### src/rtl/sort_pkg.sv
// sort_pkg: shared state encoding and compare-swap schedule for sort_core
package sort_pkg;
   typedef enum logic [1:0] {IDLE, SORT, DONE} state_t;
   localparam int NUM_ELEMS = 4;
   localparam logic [2:0] LAST_STEP = 3'd5;
   localparam logic [1:0] PAIR_0_1 = 2'd0;
   localparam logic [1:0] PAIR_1_2 = 2'd1;
   localparam logic [1:0] PAIR_2_3 = 2'd2;
   // lower index of the pair compared at each bubble-sort step: 01,12,23,01,12,01
   function automatic logic [1:0] pair_lo(input logic [2:0] s);
      return (s == 3'd1 || s == 3'd4) ? PAIR_1_2 : (s == 3'd2) ? PAIR_2_3 : PAIR_0_1;
   endfunction
endpackage

### src/rtl/compare_swap.sv
// compare_swap: orders one pair, lo_out takes the lower-index position
module compare_swap #(
   parameter int WIDTH = 4,
   parameter bit DESCENDING = 1'b0
) (
   input  logic [WIDTH-1:0] a,
   input  logic [WIDTH-1:0] b,
   output logic [WIDTH-1:0] lo_out,
   output logic [WIDTH-1:0] hi_out
);
   logic swap;
   always_comb begin
      swap = DESCENDING ? (a < b) : (a > b);
      lo_out = swap ? b : a;
      hi_out = swap ? a : b;
   end
endmodule

### src/rtl/sort_core.sv
// sort_core: four-entry sequential bubble sorter, one compare-swap per clock
module sort_core
   import sort_pkg::*;
#(
   parameter int WIDTH = 4,
   parameter bit DESCENDING = 1'b0
) (
   input  logic             clk,
   input  logic             rst,
   input  logic             start,
   input  logic [WIDTH-1:0] in_num0,
   input  logic [WIDTH-1:0] in_num1,
   input  logic [WIDTH-1:0] in_num2,
   input  logic [WIDTH-1:0] in_num3,
   output logic             busy,
   output logic [WIDTH-1:0] sorted_num0,
   output logic [WIDTH-1:0] sorted_num1,
   output logic [WIDTH-1:0] sorted_num2,
   output logic [WIDTH-1:0] sorted_num3,
   output logic             start_display
);
   state_t state, state_nxt;
   logic [2:0] step;
   logic [WIDTH-1:0] w [NUM_ELEMS];
   logic [1:0] lo;
   logic [WIDTH-1:0] cs_lo, cs_hi;

   compare_swap #(.WIDTH(WIDTH), .DESCENDING(DESCENDING)) u_cs (
      .a(w[lo]),
      .b(w[lo + 2'd1]),
      .lo_out(cs_lo),
      .hi_out(cs_hi)
   );

   always_ff @(posedge clk or posedge rst) begin
      if (rst) begin
         state <= IDLE;
         step <= '0;
         for (int i = 0; i < NUM_ELEMS; i++) w[i] <= '0;
         sorted_num0 <= '0;
         sorted_num1 <= '0;
         sorted_num2 <= '0;
         sorted_num3 <= '0;
         start_display <= 1'b0;
      end else begin
         state <= state_nxt;
         start_display <= (state == DONE);
         if (state == IDLE && start) begin
            w[0] <= in_num0;
            w[1] <= in_num1;
            w[2] <= in_num2;
            w[3] <= in_num3;
            step <= '0;
         end
         if (state == SORT) begin
            w[lo] <= cs_lo;
            w[lo + 2'd1] <= cs_hi;
            step <= (step == LAST_STEP) ? 3'd0 : step + 3'd1;
         end
         // results only move here, so the display stage sees a stable value during the next sort
         if (state == DONE) begin
            sorted_num0 <= w[0];
            sorted_num1 <= w[1];
            sorted_num2 <= w[2];
            sorted_num3 <= w[3];
         end
      end
   end

   always_comb begin
      state_nxt = (state == IDLE) ? (start ? SORT : IDLE) :
                  (state == SORT) ? ((step == LAST_STEP) ? DONE : SORT) : IDLE;
   end

   always_comb begin
      busy = (state != IDLE);
      lo = pair_lo(step);
   end
endmodule

### config.mk
export PLATFORM = sky130hd
export DESIGN_NAME = sort_core
export DESIGN_NICKNAME = d
export VERILOG_FILES = /design/src/rtl/sort_pkg.sv /design/src/rtl/compare_swap.sv /design/src/rtl/sort_core.sv
export SDC_FILE = /design/constraint.sdc
export NUM_CORES = 1
export LEC_CHECK = 0
export BUFFER_PORTS_ARGS = -buffer_cell sky130_fd_sc_hd__buf_2
export CAP_MARGIN = 20
export CORE_ASPECT_RATIO = 1.75
export CORE_UTILIZATION = 40
export CTS_CLUSTER_DIAMETER = 200
export DETAILED_ROUTE_END_ITERATION = 12
export GPL_TIMING_DRIVEN = 0
export SLEW_MARGIN = 25
export SYNTH_ARGS = -nofsm -noshare
export SYNTH_HDL_FRONTEND = slang
export SYNTH_SLANG_ARGS = --single-unit
### constraint.sdc
create_clock -name clk -period 3.2 [get_ports clk]
set_clock_uncertainty 0.1 [all_clocks]
set_input_delay 0.48 -clock clk [delete_from_list [all_inputs] [get_ports clk]]
set_output_delay 0.48 -clock clk [all_outputs]
set_load 0.01 [all_outputs]
* After elaboration in Yosys (flattened, before gate mapping)
Cells that the tools add are included.
Storage, ports and cells: bits in registers 38, word-level logic and storage cells 58, input port bits 19, output and inout port bits 18
Cells by class: multiplexer cells 25, bitwise operators 2, $add $sub $neg 2, order comparisons 5, reductions and logical operators 7, eq/ne operators 6
Operators by type and width (count):
- $bwmux W16 | 2
- $mux W16 | 2
- $mux W4 | 8
- $bmux W4 S2 | 2
- $demux W4 S2 | 2
- $mux W2 | 5
- $mux W3 | 3
- $eq A3 B3 Y1 const B | 2
- $ge A3 B3 Y1 const B | 2
- $lt A3 B1 Y1 const B | 2
- $not A2 Y3 | 2
- $gt A4 B4 Y1 | 1
- $reduce_bool A2 Y1 | 2
- $add A3 B1 Y3 const B | 1
- $eq A3 B1 Y1 const B | 1
- $eq A3 B2 Y1 const B | 1
- $logic_and A1 B1 Y1 | 3
- $add A2 B1 Y2 const B | 1
- $eq A2 B1 Y1 const B | 1
- $eq A2 B2 Y1 const B | 1
- $logic_not A2 Y1 | 1
- $logic_or A1 B1 Y1 | 1
- $mux W1 | 1

* Logic depth before layout (Yosys ltp)
Gate-level depths: netlist of the first run.
depth in word-level cells 13, gate-level depth with buffers 13, gate-level depth less buffers 10

* Modules after synthesis
Synthesis of the first run repeated with hierarchy kept, for this count alone.
Unflattened totals: cell total of the unflattened synthesis 202, area, all modules 2183.3 µm²
By module, submodules not included:
- sort_core | instances 1, cells an instance 181, area each 1976.9 µm², seq. area each 950.9 µm²
- compare_swap | instances 1, cells an instance 21, area each 206.4 µm², seq. area each 0.0 µm²

* Worst setup path before layout of the first run
Ideal clock, no wire load.
kind register to register, from register step[2], to register w[8] in the netlist's numbering, stages on the path, launching flop included 12, slack 117 ps, path buffers 3, setup time 145 ps, data arrival time 2838 ps, data required time 2955 ps, clock period less this slack 3083 ps, path through dfrtp_1 -> buf_6 -> or3b_1 -> buf_6 -> o221ai_1 -> inv_1 -> ha_1 -> and4_1 -> a21oi_1 -> buf_2 -> mux2i_1 -> o221ai_1
On the way: longest elaborated chain between the ends 13, elaborated cells on any way between the ends 31, those cells by class 1 x add/sub; 5 x order compare; 3 x eq/ne; 17 x mux; 2 x bitwise; 3 x reduce/logical
RTL lines:
- from (decl) | line sort_core.sv:23 | logic [2:0] step;
- from (signal assigned) | line sort_core.sv:58 | step <= (step == LAST_STEP) ? 3'd0 : step + 3'd1;
- $eq A3 B2 Y1, or another cell as far along | line sort_pkg.sv:11 | return (s == 3'd1 || s == 3'd4) ? PAIR_1_2 : (s == 3'd2) ? PAIR_2_3 : PAIR_0_1;
- $mux W2 or $logic_or A1 B1 Y1 (tied branches) | line sort_pkg.sv:11
- $mux W2 (*) | line sort_pkg.sv:11
- $add A2 B1 Y2 | line sort_core.sv:30, sort_core.sv:57
- $not A2 Y3 (not written as such) | line sort_core.sv:30, sort_core.sv:57
- $bmux W4 S2 | line sort_core.sv:30 | .b(w[lo + 2'd1]),
- $mux W4 (not written as such) (2 in series) | line sort_core.sv:30
- $gt A4 B4 Y1 | line compare_swap.sv:13 | swap = DESCENDING ? (a < b) : (a > b);
- $mux W4 | line compare_swap.sv:14 | lo_out = swap ? b : a;
- $bwmux W16 | line sort_core.sv:56 | w[lo] <= cs_lo;
- $bwmux W16 (*) | line sort_core.sv:57 | w[lo + 2'd1] <= cs_hi;
- $mux W16 (*) | line sort_core.sv:55 | if (state == SORT) begin
- to (signal, indexed assignment) | line sort_core.sv:56
- to (signal, indexed assignment) | line sort_core.sv:57
- to (decl) | line sort_core.sv:24 | logic [WIDTH-1:0] w [NUM_ELEMS];
Mark *: on every way between the ends. The rest lies on a longest branch, timed or not. The select of a mux whose other input is x is not followed. A chain may end at the register's enable or synchronous reset.

* Worst setup path after layout of the first run
from register step[2], to register w[0] in the netlist's numbering
The elaborated chain is that of the path after synthesis.

==> impl.org, run 1 <==
** Floorplan
- Floorplan die area :: 5910 sq um
- 37 I/O pins were placed.
- The die is around 100 um tall.
- After floorplanning, the core was sized to cover approximately 5300 sq um.
- The die is 58.6 um wide.
- Standard-cell row count :: 35
- For this configuration, the core starts out at a cell density of 0.419.

** Timing
- Max_slew headroom :: 0.608
- Setup violations remaining at the end of the flow were counted as 0.
- The final max-slew violation count was 0.
- For the pin with the worst max-slew slack, the measured transition is 0.587 ns.
- Dividing the final minimum period by the clock period gives 0.967.
- The count of final hold-check violations was 0.
- Setup Total Neg Slack :: 0 ns
- Post-layout minimum cycle time :: 3.10 ns
- Achievable frequency :: roughly 0.32 GHz

** Clock network
- TritonCTS created 5 clock buffers.
- For this design, the sink count on the clock tree is 38.
- Deepest level of the CTS H-tree :: 2
- Buffers inserted to repair hold after CTS numbered 0.
- The later pin in the worst-skew pair is clocked with a latency of 0.29 ns.
- After clock tree synthesis, the clock-pin slew on the worst setup and hold paths is ~0.080 ns.
- CTS placed an instance of clkbuf_8 at the clock tree root.
- Maximum buffer depth of the clock tree :: 2
- TritonCTS clock tree :: yes

** Setup path
- Critical path capture point type :: register
- The worst register-to-register path begins at step[2].
- Internal reg-to-reg setup slack :: between 0.1 and 0.15 ns
- Critical path depth in cells :: 13
- Data on the critical path arrives at its endpoint at about 3.2 ns.
- The worst setup path is launched from a register.
- Tracing the worst setup path back leads to its startpoint at step[2].
- R2R cell count :: 13
- Worst path cell trace :: buf_6 > or3b_1 > buf_6 > nor2_1 > a211o_1 > inv_1 > ha_1 > nor2b_1 > o211ai_1 > a21oi_2 > buf_2 > mux2_2 > o21ai_0
- Critical path peak fanout :: 10
- Worst reg2reg endpoint :: w[0]
- The critical path ends at w[0].
- The worst setup path is of the register to register kind.
- Family of cells with the greatest summed delay on the critical path :: compound AO/OA/AOI/OAI gates
- Slowest cell on the critical path :: or3b_1
- Worst path max stage delay :: roughly 0.38 ns
- The critical path contains buffers and inverters numbering 4 combined.
- Among the stages of the critical path, the cell type that occurs most often is buf_6.
- Worst EP required :: ~3.3 ns

** Global route
- The initial antenna violation count is 0.
- For met2 alone, demand over resource in global routing was 0.388.
- GR Layer Usage met3 :: 0.0295
- For this run, global-route usage on met1 was measured as 0.228.
- The total overflow left after global routing is 0.
- Entering global routing, the biggest net connects 24 pins.
- The first global-routing pass estimated roughly 9 mm of wire.
- Layer carrying the most global-route usage :: met2
- Via count of the first global-routing pass :: 1812
- In the global route stage, overall resource usage came out at 0.210.

** Place
- After legalization and detailed placement, the total HPWL measured approximately 4.2 mm.
- In this run the tool buffered the top-level ports with 36 buffer cells.
- Final RePlAce weighted congestion :: 0.859

** Logic synthesis
- The share of synthesized area in the top cell type comes to 0.425.
- In this run, synthesis produced a sequential element count of 38.
- Fraction of registers with async set/reset :: 1.00
- Yosys printed 0 warnings.
- Synth top area cells :: dfrtp_1 (42%), mux2_2 (12%), mux2i_1 (10%)
- Counting flops with a built-in enable in the synthesized netlist gives 0.
- Dividing the synthesized area by the synthesized cell count gives around 11 sq um.
- The number of different library cells used by synthesis comes to 38.
- Counting every net in the synthesized netlist gives between 200 and 250.
- In this run the cell area of the synthesized design comes to ~2200 sq um.
- Sorting the synthesized cells by how often they occur yields dfrtp_1 (38), mux2_2 (24), mux2i_1 (23).
- Cell taking the most area after synthesis :: dfrtp_1
- For this run, the leading register cell type out of synthesis is dfrtp_1.
- In the post-synthesis netlist, the cell with the most instances is dfrtp_1.
- Synthesis produced a netlist whose cell count is approximately 210.
- Post-synthesis sequential area ratio :: 0.425

** Detailed routing
- Residual DRC count :: 0
- The first detailed-routing pass took 6 iterations.
- After detailed routing, the total wire length is 5.78 mm.
- After detailed routing, the average wire length per cell comes to ~18 um.
- Count of routing violations after the opening detailed-route iteration :: 52
- DR vias :: about 1800
- The detail route stage leaves a number of antenna-violating nets equal to 0.
- After detailed routing, the number of vias per cell comes to ~5.5.

** Run status
- Run status :: finished, final reports clean

** Hold path
- Class of the tightest hold or removal check :: input pin to asynchronous set/reset pin

** Flow run
- Max cap viols :: 0

** Cells and area
- From synthesis to final layout, the design area changed by 22.2%.
- Antenna diodes :: 0
- Ratio of cells with drive above 1 in the final layout :: 0.388
- The net count of the finished layout is 277.
-- routing by layer --
layer,routed length (um),vias up,share of wire
met3,229,9,0.040
met1,2250,881,0.39
met4,105,0,0.018
met2,3190,53,0.55
met5,0,-,0
li1,-,860,-
-- worst register-to-register path, stage by stage (launching register included) --
cell and delay (ns):
dfrtp_1 0.37, buf_6 0.14, or3b_1 0.38, buf_6 0.16, nor2_1 0.09, a211o_1 0.14
inv_1 0.08, ha_1 0.29, nor2b_1 0.13, o211ai_1 0.11, a21oi_2 0.27, buf_2 0.24
mux2_2 0.35, o21ai_0 0.15
-- worst min path at each step --
stage	start	to	slack [ns]
6_report	rst	sorted_num0[3]	0.05
5_1_grt	rst	w[15]	0.09
4_1_cts	rst	w[15]	0.06
3_5_place_dp	rst	sorted_num2[3]	0.38
3_3_place_gp	sorted_num0[1]	sorted_num0[1]	0.38
2_1_floorplan	w[0]	sorted_num3[0]	0.40
-- layout by cell type, fill, tap and decap left out, drive strengths merged --
master,instances
buf,49
dfrtp,38
mux2,24
mux2i,24
nor2,12
inv,11
nor2b,10
clkbuf,10
nand2,8
nand2b,8
o221ai,8
o21ai,7
a21oi,6
a22oi,4
a211oi,4
a222oi,4
ha,4
or2,3
o22ai,2
a211o,2
o221a,2
o21bai,2
a31oi,2
xnor2,1
maj3,1
or3b,1
o211ai,1
and4,1
o31a,1
nor3,1
or3,1
a21o,1
a22o,1
clkinv,1
-- stage by stage --
step	instance area [sq um]	setup slack [ns]	utilization	hold slack, ns	instances
after floorplan	2240	0.117	-	0.400	206
after global placement	2510	-0.330	0.470	0.384	316
after detailed placement	2530	-0.373	0.474	0.384	317
after CTS	2680	0.00580	0.502	0.0645	325
after global routing	2740	-0.000874	0.512	0.0885	329
final	2740	0.105	0.512	0.0524	329
-- kinds of logic (layout without fill, tap and decap cells) --
kind of cell	after synthesis	after routing	share of synthesized area
xor gates and xnor gates	1	1	0.00391
and+or+nand+nor	45	45	0.108
AOI/OAI and AO/OA	47	47	0.155
adders and majority gates	5	5	0.0274
buffers and inverters	22	71	0.0508
muxes	48	48	0.230
DFF	38	38	0.425
-- cell type report --
class / instances / area (sq um)
multi-input combinational: 146 / 1250
tap: 74 / 92.6
clock inverter: 1 / 5.00
fill: 538 / 2610
inverter: 11 / 41.3
timing repair buffer: 41 / 228
clock buffer: 7 / 86.3
buffer: 11 / 81.3
sequential: 38 / 951
-- registers in the layout, summed over array words and instances, names as in the netlist --
signal         flops
state              2
sorted_num2        4
sorted_num1        4
sorted_num3        4
sorted_num0        4
w                 16
step               3
start_display      1
-- timing repair --
| item | CTS | global route |
|---|---|---|
| cloned | 0 | 1 |
| pin swaps | 0 | 2 |
| resized for setup | 11 | 6 |
| endpoints found under the setup margin | 15 | 11 |
| setup buffers | 0 | 3 |
Power of run 1 is not shown: default switching activity piles up to over one toggle a cycle in this logic, so the estimate is an artifact.
==> run 2: changes to the inputs <==
- CORE_UTILIZATION: 40 -> 23
- clock period: 3.2 -> 3.13 ns (I/O delays scaled with it)
==> run 2 against run 1 <==
Net effect: wire length increased by 9.8%; count of clock-buffer cells in the layout shrank 1; critical path depth is the same; register-to-register slack is essentially flat; maximum frequency increased by 2.5%; worst setup slack better by 0.0040 ns; utilization shrank 19 points; first-iteration DRC count is 130% higher; final cell count increased by 17%; final area increased by 11%; non-clock buffer count up 8; critical endpoint is now w[10]; highest routed layer unchanged.
==> impl.org, run 2 (synthesis results as in run 1) <==
** Cells and area
- Most frequent cells in the layout :: buf_2 (40), dfrtp_1 (38), mux2_2 (24), mux2i_1 (20), buf_4 (12)
- Ratio of cells with drive above 1 in the final layout :: 0.449
- Area Overhead vs Synth :: 35.4%
- Antenna diodes :: 0
- Register with the most flip-flops :: w
- The register with the most flip-flops in the layout has 16 of them.
- Leaving out fill and tap cells, the most frequent cell in the layout is buf_2.
- The final layout contains 285 nets.
- Summing all non-filler instances in the final layout gives an area of ~3000 sq um.

** Detailed routing
- Per-cell via count in the routed design :: 4.84
- After detailed routing, the number of remaining DRC violations is 0.
- Total iterations of the first detailed-routing run :: 4
- The final layout contains routed wiring with a total length of 6.34 mm.
- Count of routing violations after the opening detailed-route iteration :: approximately 120
- Summing over every cut layer, the via total after detailed routing is 1864.
- Dividing the detail-routed wire length by the instance count gives 16.5 um.
- The detail route stage leaves a number of antenna-violating nets equal to 0.

** Timing
- Max-slew violation total from the final report :: 0
- Dividing the final minimum period by the clock period gives 0.965.
- Final setup slack of the worst path :: about 0.11 ns
- Slew at the pin closest to its max-slew limit :: roughly 0.64 ns
- Headroom to the max-slew limit came out at 0.572.
- Final Hold Viols :: 0
- Timing would allow up to around 0.33 GHz.
- Setup total negative slack on the finished layout was measured at 0 ns.
- Post-layout minimum cycle time :: slightly above 3 ns
- Setup violations remaining at the end of the flow were counted as 0.

** Setup path
- Critical path arrival :: just over 3 ns
- The worst setup path is launched from a register.
- Worst EP required :: between 3 and 4 ns
- Worst path cell trace :: buf_6 > or3b_4 > buf_6 > nor2_1 > a211o_1 > inv_2 > ha_4 > nor2b_4 > o211ai_1 > a21oi_4 > buf_6 > mux2i_4 > o221ai_2
- Of all nets on the critical path, the largest fanout is 7.
- The critical path contains buffers and inverters numbering 4 combined.
- The worst setup path is captured at a register.
- The slowest stage of the critical path is the or3b_4 cell.
- The largest single stage delay on the critical path is approximately 0.40 ns.
- Family of cells with the greatest summed delay on the critical path :: compound AO/OA/AOI/OAI gates
- Setup CP Type :: register to register
- In this design, the critical path's most frequently occurring cell is buf_6.

** Clock network
- The clock drives 38 sinks.
- Deepest level of the CTS H-tree :: 2
- Clock transition at the registers of the reported paths :: around 0.060 ns
- Hold-fix buffers, CTS :: 0
- TritonCTS built the clock tree.
- CTS root buf :: clkbuf_16
- Number of buffers created by CTS :: 5
- Clock insertion delay at the later pin of the skew report :: a little under 0.3 ns
- Maximum buffer depth of the clock tree :: 2

** Place
- Pre-CTS setup slack :: -0.441 ns
- During placement, the flow inserted port buffers numbering 36.
- The congestion estimate from routability-driven global placement came to between 0.8 and 0.9.
- Summed over all nets, the half-perimeter wirelength after detailed placement is between 4 and 5 mm.
- Placed inst area :: around 2600 sq um

** Global route
- Largest net degree at the start of global routing :: 28
- GR Layer Usage met3 :: 0.0207
- Global routing met2 resource utilization :: 0.234
- The number of global-route vias before repair came to 1890.
- The initial antenna violation count is 0.
- The first global-routing pass estimated approximately 9.9 mm of wire.
- Global Route Usage Sum :: 0.128
- The total overflow left after global routing is 0.
- Layer carrying the most global-route usage :: met2
- In the global route stage, met1 resource usage came out at 0.125.

** Floorplan
- After floorplanning, the core was divided into 47 placement rows.
- 37 I/O pins were placed.
- The die covers approximately 10000 sq um.
- The die is between 100 and 150 um tall.
- The die is roughly 77 um wide.
- Starting density of the core :: 0.237
- Core outline area :: 9470 sq um

** Flow run
- Max cap viols :: 0

** Run status
- The run finished with clean final reports.

** Hold path
- The min-delay analysis places its worst path in the category input pin to asynchronous set/reset pin.
-- run 2: cell count changes in the layout (fill, tap and decap cells not counted), moves of 2 or more --
cell	before	now
inv_1	10	7
o221ai_1	4	0
clkbuf_16	0	5
bufinv_16	0	2
buf_4	4	12
inv_2	1	4
clkbuf_8	6	1
o221ai_2	3	6
-- run 2: stage by stage --
stage,utilization,hold WS (ns),instances
floorplan,-,0.400,206
global placement,0.272,0.384,364
detailed placement,0.274,0.329,365
CTS,0.302,0.0216,373
global route,0.320,0.0412,385
finish,0.320,0.0226,385
-- run 2: routing by layer --
| metal | vias to the layer above | part of all wire |
|---|---|---|
| met5 | - | 0 |
| met1 | 910 | 0.36 |
| li1 | 875 | - |
| met4 | 0 | 0.071 |
| met2 | 55 | 0.54 |
| met3 | 24 | 0.030 |
-- run 2: cell type report --
type	count	area [sq um]
Inverter	11	41.3
Timing Repair Buffer	49	288
Fill cell	927	6430
Sequential cell	38	951
Clock buffer	6	139
Buffer	11	81.3
Tap cell	122	153
Multi-Input combinational cell	146	1320
Clock inverter	2	60.1
-- run 2: worst register-to-register path, delay by kind of cell (launching register included) --
kind / cells / cell delay [ns]
and+or+nand+nor: 3 / 0.60
muxes: 1 / 0.36
adders and majority gates: 1 / 0.26
buffers and inverters: 4 / 0.54
DFF: 1 / 0.37
AOI/OAI and AO/OA: 4 / 0.67
-- run 2: path summary, 6_finish.rpt --
check | start | end | slack, ns | cells after the start
worst max-delay path | step[2] | w[10] | 0.11 | 13
worst min-delay path | rst | w[12] | 0.02 | 2
worst max register to register | step[2] | w[10] | 0.11 | 13
worst min register to register | sorted_num1[3] | sorted_num1[3] | 0.40 | 1
max in group asynchronous | rst | sorted_num1[1] | 2.46 | 3
min in group clk | in_num1[1] | w[9] | 0.34 | 3
-- run 2: what timing repair did --
action                     4_1_cts  5_1_grt
resized for setup               12       22
pin swaps                        0        8
buffers inserted                 0       10
gates cloned                     0        2
setup endpoints to repair       15       15
Power of run 2 is left out for the same reason.
